<file path="config.mk">
export PLATFORM = sky130hd
export DESIGN_NAME = uart_tx_controller
export DESIGN_NICKNAME = d
export VERILOG_FILES = /design/src/rtl/uart_tx_controller.sv
export SDC_FILE = /design/constraint.sdc
export NUM_CORES = 1
export LEC_CHECK = 0
export BUFFER_PORTS_ARGS = -buffer_cell sky130_fd_sc_hd__buf_2
export CORE_ASPECT_RATIO = 1.75
export CORE_MARGIN = 4
export CORE_UTILIZATION = 50
export DETAILED_ROUTE_END_ITERATION = 8
export PLACE_DENSITY = 0.73
export SKIP_CTS_REPAIR_TIMING = 1
export SLEW_MARGIN = 20
export SYNTH_ARGS = -nofsm -noshare
export SYNTH_HDL_FRONTEND = slang
export SYNTH_SLANG_ARGS = --single-unit
</file>
<file path="constraint.sdc">
create_clock -name clk -period 1.5 [get_ports clk]
set_input_delay 0.15 -clock clk [delete_from_list [all_inputs] [get_ports clk]]
set_output_delay 0.15 -clock clk [all_outputs]
set_load 0.01 [all_outputs]
</file>
<file path="src/rtl/uart_tx_controller.sv">
// uart_tx_controller: serialises one DBIT-wide byte per frame (start, data LSB first, stop), paced by s_tick; UART_TX_PARITY_EN adds an even-parity bit.
// Latency: tx drops 1 clk after accept; each bit edge follows its terminating s_tick by 1 clk; tx_done pulses with the return to idle.
// Backpressure: tx_ready is low from accept until the frame ends; upstream holds tx_valid/tx_data until it rises.
module uart_tx_controller #(
    parameter int DBIT    = 8,
    parameter int SB_TICK = 16,
    parameter int OVS     = 16
) (
    input  logic            clk,
    input  logic            reset,
    input  logic            s_tick,
    input  logic            tx_valid,
    input  logic [DBIT-1:0] tx_data,
    output logic            tx_ready,
    output logic            tx_done,
    output logic            tx_busy,
    output logic            tx
);

    localparam int S_MAX = (OVS > SB_TICK) ? OVS : SB_TICK;
    localparam int SW    = (S_MAX > 1) ? $clog2(S_MAX) : 1;
    localparam int NW    = (DBIT > 1) ? $clog2(DBIT) : 1;

    localparam logic [SW-1:0] S_BIT_LAST  = SW'(OVS - 1);
    localparam logic [SW-1:0] S_STOP_LAST = SW'(SB_TICK - 1);
    localparam logic [NW-1:0] N_LAST      = NW'(DBIT - 1);

    typedef enum logic [2:0] {
        ST_IDLE   = 3'd0,
        ST_START  = 3'd1,
        ST_DATA   = 3'd2,
        ST_STOP   = 3'd3,
        ST_PARITY = 3'd4
    } state_t;

    state_t          state_q, state_d;
    logic [SW-1:0]   s_q, s_d;
    logic [NW-1:0]   n_q, n_d;
    logic [DBIT-1:0] shreg_q, shreg_d;
    logic            done_q, done_d;
    logic            tx_q, tx_d;
`ifdef UART_TX_PARITY_EN
    logic            par_q, par_d;
`endif

    always_comb begin
        state_d = state_q;
        s_d     = s_q;
        n_d     = n_q;
        shreg_d = shreg_q;
        done_d  = 1'b0;
`ifdef UART_TX_PARITY_EN
        par_d   = par_q;
`endif
        case (state_q)
            ST_IDLE: begin
                // Ticks are ignored here, so a tick coincident with accept never counts.
                if (tx_valid) begin
                    state_d = ST_START;
                    s_d     = '0;
                    shreg_d = tx_data;
`ifdef UART_TX_PARITY_EN
                    par_d   = ^tx_data;
`endif
                end
            end
            ST_START: begin
                if (s_tick) begin
                    if (s_q == S_BIT_LAST) begin
                        state_d = ST_DATA;
                        s_d     = '0;
                        n_d     = '0;
                    end else begin
                        s_d = s_q + SW'(1);
                    end
                end
            end
            ST_DATA: begin
                if (s_tick) begin
                    if (s_q == S_BIT_LAST) begin
                        shreg_d = shreg_q >> 1;
                        s_d     = '0;
                        if (n_q == N_LAST) begin
`ifdef UART_TX_PARITY_EN
                            state_d = ST_PARITY;
`else
                            state_d = ST_STOP;
`endif
                        end else begin
                            n_d = n_q + NW'(1);
                        end
                    end else begin
                        s_d = s_q + SW'(1);
                    end
                end
            end
`ifdef UART_TX_PARITY_EN
            ST_PARITY: begin
                if (s_tick) begin
                    if (s_q == S_BIT_LAST) begin
                        state_d = ST_STOP;
                        s_d     = '0;
                    end else begin
                        s_d = s_q + SW'(1);
                    end
                end
            end
`endif
            ST_STOP: begin
                if (s_tick) begin
                    if (s_q == S_STOP_LAST) begin
                        state_d = ST_IDLE;
                        s_d     = '0;
                        done_d  = 1'b1;
                    end else begin
                        s_d = s_q + SW'(1);
                    end
                end
            end
            default: begin
                state_d = ST_IDLE;
                s_d     = '0;
                n_d     = '0;
                shreg_d = '0;
            end
        endcase

        // Line level is decoded from the next state so every edge lands with its state change.
        case (state_d)
            ST_START:  tx_d = 1'b0;
            ST_DATA:   tx_d = shreg_d[0];
`ifdef UART_TX_PARITY_EN
            ST_PARITY: tx_d = par_d;
`endif
            default:   tx_d = 1'b1;
        endcase
    end

    always_ff @(posedge clk or negedge reset) begin
        if (!reset) begin
            state_q <= ST_IDLE;
            s_q     <= '0;
            n_q     <= '0;
            shreg_q <= '0;
            done_q  <= 1'b0;
            tx_q    <= 1'b1;
`ifdef UART_TX_PARITY_EN
            par_q   <= 1'b0;
`endif
        end else begin
            state_q <= state_d;
            s_q     <= s_d;
            n_q     <= n_d;
            shreg_q <= shreg_d;
            done_q  <= done_d;
            tx_q    <= tx_d;
`ifdef UART_TX_PARITY_EN
            par_q   <= par_d;
`endif
        end
    end

    assign tx_ready = (state_q == ST_IDLE);
    assign tx_busy  = ~tx_ready;
    assign tx_done  = done_q;
    assign tx       = tx_q;

endmodule

</file>
# ---- Yosys cells after proc, flatten, opt, wreduce, memory -nomap -nowiden
# Cells that the tools add are included.
dict set report word_totals {
  regBits 20
  input_bits 12
}
dict set report op_classes {
  n_mux 27
  reduce_logical 7
  n_addsub 2
  n_bitwise 3
  eq_ne 14
}
# cell count
set ops {}
lappend ops {{two-way mux 3 bit} 13}
lappend ops {{two-way mux 8 bit} 3}
lappend ops {{one-hot mux 8 bit (3 select lines)} 1}
lappend ops {{two-way mux 4 bit} 3}
lappend ops {{inequality test 2 bit (second input constant)} 6}
lappend ops {{one-hot mux 3 bit (4 select lines)} 1}
lappend ops {{equality test 3 x 2 -> 1 bit (second input constant)} 3}
lappend ops {{one-hot mux 3 bit (3 select lines)} 1}
lappend ops {{one-hot mux 4 bit (2 select lines)} 1}
lappend ops {{equality test 3 x 1 -> 1 bit (second input constant)} 2}
lappend ops {{AND reduction 6 bit} 1}
lappend ops {{adder 4 x 1 -> 4 bit (second input constant)} 1}
lappend ops {{equality test 4 bit (second input constant)} 1}
lappend ops {{AND reduction 4 bit} 1}
lappend ops {{OR reduction 2 bit} 2}
lappend ops {{adder 3 x 1 -> 3 bit (second input constant)} 1}
lappend ops {{equality test 3 bit (second input constant)} 1}
lappend ops {{logical NOT 3 bit} 1}
lappend ops {{two-way mux 1 bit} 3}
lappend ops {{NOT 1 bit} 3}
lappend ops {{OR reduction 3 bit} 1}
lappend ops {{inequality test 2 x 1 -> 1 bit (second input constant)} 1}
lappend ops {{one-hot mux 1 bit (2 select lines)} 1}
lappend ops {{AND reduction 2 bit} 1}

# ---- Longest topological paths before layout
dict set report logic_depth {
  ltp_word 7
  depth_mapped 6
  mapped_depth_nobuf 5
}

# ---- Worst setup path before layout
# OpenSTA, ideal clock, no wires.
dict set report synth_path {
  path_kind {register to register}
  from {reg s_q[0]}
  to {reg shreg_q[1]}
  arrival_time_ns 1.482
  slack_ns -0.048
  path_buffers 1
  path_stages_with_launch 6
  cell_sequence {dfrtp_1 -> ha_1 -> and4_1 -> buf_6 -> a211oi_4 -> a221o_1}
}
dict set report synth_via {
  elab_chain_len 3
}
# item line_no
set synth_rtl {}
lappend synth_rtl {{start, declared} 37} ;# logic [SW-1:0] s_q, s_d;
lappend synth_rtl {{start signal, assigned} 142} ;# s_q <= '0;
lappend synth_rtl {{start signal, assigned} 152} ;# s_q <= s_d;
lappend synth_rtl {{equality test 4 bit} 80} ;# if (s_q == S_BIT_LAST) begin
lappend synth_rtl {{inequality test 2 bit (no source line)} n/a}
lappend synth_rtl {{AND reduction 4 bit (no source line)} n/a}
lappend synth_rtl {{end signal, assigned} 154} ;# shreg_q <= shreg_d;
lappend synth_rtl {{end, declared} 39} ;# logic [DBIT-1:0] shreg_q, shreg_d;
# No other way between the ends.
# A chain may end at the register's enable or synchronous reset.

# ---- Worst setup path in the final report
dict set report layout_path {
  from {reg n_q[1]}
  to {reg n_q[2]}
}
dict set report layout_via {
  elab_chain_len 5
}
# item line_no
set layout_rtl {}
lappend layout_rtl {{start, declared} 38} ;# logic [NW-1:0] n_q, n_d;
lappend layout_rtl {{start signal, assigned} 153} ;# n_q <= n_d;
lappend layout_rtl {{adder 3 x 1 -> 3 bit} 90} ;# n_d = n_q + NW'(1);
lappend layout_rtl {{two-way mux 3 bit} 83} ;# if (n_q == N_LAST) begin
lappend layout_rtl {{two-way mux 3 bit} 80}
lappend layout_rtl {{two-way mux 3 bit} 79} ;# if (s_tick) begin
lappend layout_rtl {{one-hot mux 3 bit (3 select lines)} 55} ;# case (state_q)
# Parallel ways exist; a longest one is shown, timed or not. The select of a mux whose other input is x is not followed.

==> metrics.yaml <==
die:
  rows: 23
  start_util_pct: 53.4
  dieArea_sq_mm: 0.00342
  top_level_ports: 16
  fp.coreArea_sq_mm: 0.00236
  dieWidth_um: 46.0
  die_height_um: 74.4
global_routing:
  grt_pass1_vias: 1106
  grt_antenna_before_repair: 0
  gr-total-overflow: 0
  grt_max_degree: 33
  grt_pass1_wl_um: 4910
  grt_util_all_layers_pct: 19.2
worst_setup_path:
  crit_chain: "ha_2, ha_4, or3b_4, a21oi_4, o32ai_1"
  max_stage_delay_ns: 0.40
  crit_path_end_kind: "flop"
  cp_max_fo: 3
  start_kind: "flop"
  crit_type: "reg2reg"
  cp_slowest_cell: "dfrtp_1"
  worstPathRequired_ns: 1.64
  crit_arrival_ns: 1.68
cells_and_area:
  fin_nets: 175
  postLayoutCoreUtil_pct: 69.6
  fill_cells: 178
  antenna_cells: 0
  drive_above_1_share_pct: 39.0
  final_common_cell: "buf_4"
  area_growth_pct: 30.2
  layout_common_cells: "buf_4, dfrtp_1, buf_2, a21oi_1, nand2_1"
status:
  violations: "negative setup slack"
  status: "finished, violations left"
synth:
  yosys.cell_types.count: 40
  synth_area_sq_mm: 0.00126
  yosys_warnings: 0
  synth_seq_cells: 20
  syn_inst: 123
  synthFlopType: "dfrtp_1"
  syn_area_per_cell_sq_um: 10.3
  async_flop_share_pct: 100
  yosysSeqAreaShare_pct: 39.8
  synth-edff-count: 0
  synthesis.nets: 138
sta:
  rsz0062_at_grt: "yes"
  skew_ns: 0.00741
  hold_viol: 0
  setup_viol: 5
  layout_min_cycle_time_ns: 1.55
  max_freq_mhz: 647
  finalCritPeriodShare_pct: 103
  setup_ws_ns: -0.0454
  maxSlewViolCount: 0
clocking:
  cts_made_buffers: 3
  path_clk_slew_ns: 0.08
  cts-root-buf: "clkbuf_8"
  htreeDepth: 1
  clockBufferDepth: 2
  tritoncts: "yes"
  clock_latency_ns: 0.26
  clock-sinks: 20
power_and_ir_drop:
  power_w: 0.00120
  cellPowerDensity_mw_per_mm2: 728
  peakVddDrop_mv: 0.656
  leakage_nw: 0.714
detailed_routing:
  wl_per_cell_um: 19.2
  viasPerCell: 6.47
  drc_errors: 0
  vias: 1191
  drt-initial-drc-count: 45
  wirelength_um: 3520
  antenna_left: 0
  firstDrtPassIters: 4
placement:
  dpl.hpwl_um: 2140
  port_buffers: 15
  gp_congestion: 0.826
  dpl_worst_slack_ns: -0.0340
run:
  maxCapViolCount: 0
min_path:
  worstHoldPathType: "in2reg"
## synthesized netlist by cell type, types with 2 or more instances
library cell	count	share of area, %
dfrtp_1	19	38
clkbuf_1	2	0.60
ha_1	3	3.0
a211oi_1	2	1.2
nand3_1	5	2.0
or4bb_1	4	3.6
o32ai_1	2	1.4
buf_6	4	3.6
buf_4	2	1.2
a311oi_1	3	2.1
or3_1	4	2.0
nor3_1	3	1.2
o211ai_1	2	1.2
o21ai_0	6	2.4
nand4bb_1	2	1.8
inv_1	6	1.8
nand2b_1	3	1.5
a21oi_1	13	5.2
a221o_1	6	4.8
nand2_1	10	3.0
or3b_1	3	2.1
## cell type report
class / instances / area [sq um] / area share (%)
timing repair buffer: 42 / 317 / 19.3
inverter: 7 / 28.8 / 1.75
multi-input combinational: 86 / 707 / 43.1
clock buffer: 4 / 55.1 / 3.35
tap: 25 / 31.3 / 1.91
sequential: 20 / 503 / 30.6
## flip-flops by register name, indices dropped and copies added (netlist names)
name,cells
n_q,3
state_q,3
shreg_q,8
s_q,4
tx_done,1
tx,1
## routing by layer
metal / wire length, um / global-route usage (%)
met1: 1310 / 22.0
met2: 1940 / 34.2
met3: 184 / 2.42
met4: 90 / 7.91
met5: 0 / 0
## worst max-delay path: cells and delay by family (launching register included)
family,cells,cell delay (ns)
flops,1,0.40
simple gates,1,0.38
fa+ha+maj,2,0.34
compound gates,2,0.29
## logic make-up after synthesis
family	Yosys count	synth area share [%]
muxes	1	0.893
buffers and inverters	17	9.23
other	1	0.297
and+or+nand+nor	39	21.9
AOI/OAI and AO/OA	42	24.9
DFF	20	39.8
adders and majority gates	3	2.98
## per-stage QoR
step | instances | instance area (sq um) | hold WS, ns | setup TNS, ns
after floorplan | 123 | 1270 | -0.146 | 0
after global placement | 170 | 1430 | 0.121 | 0
after detailed placement | 170 | 1430 | 0.129 | -0.150
after CTS | 174 | 1480 | -0.157 | -0.557
after global routing | 184 | 1640 | 0.180 | -0.544
final | 184 | 1640 | 0.141 | -0.170
## worst paths after layout
kind | slack, ns | end | from | cells past startpoint
worst max-delay path | -0.05 | n_q[2] | n_q[1] | 5
worst min-delay path | 0.14 | shreg_q[7] | tx_data[7] | 3
worst max register to register | -0.05 | n_q[2] | n_q[1] | 5
worst min register to register | 0.54 | shreg_q[6] | shreg_q[7] | 1
max in group asynchronous | 0.78 | tx | reset | 2
min in group asynchronous | 0.37 | state_q[0] | reset | 2
## report_power, final
group          leakage, nW  internal (W)  switching, W
clock network       0.0288      0.000234      0.000184
registers            0.266      0.000562     0.0000231
logic                0.419     0.0000966     0.0000957
total                0.714      0.000892      0.000303
(Power assumes the default switching activity.)
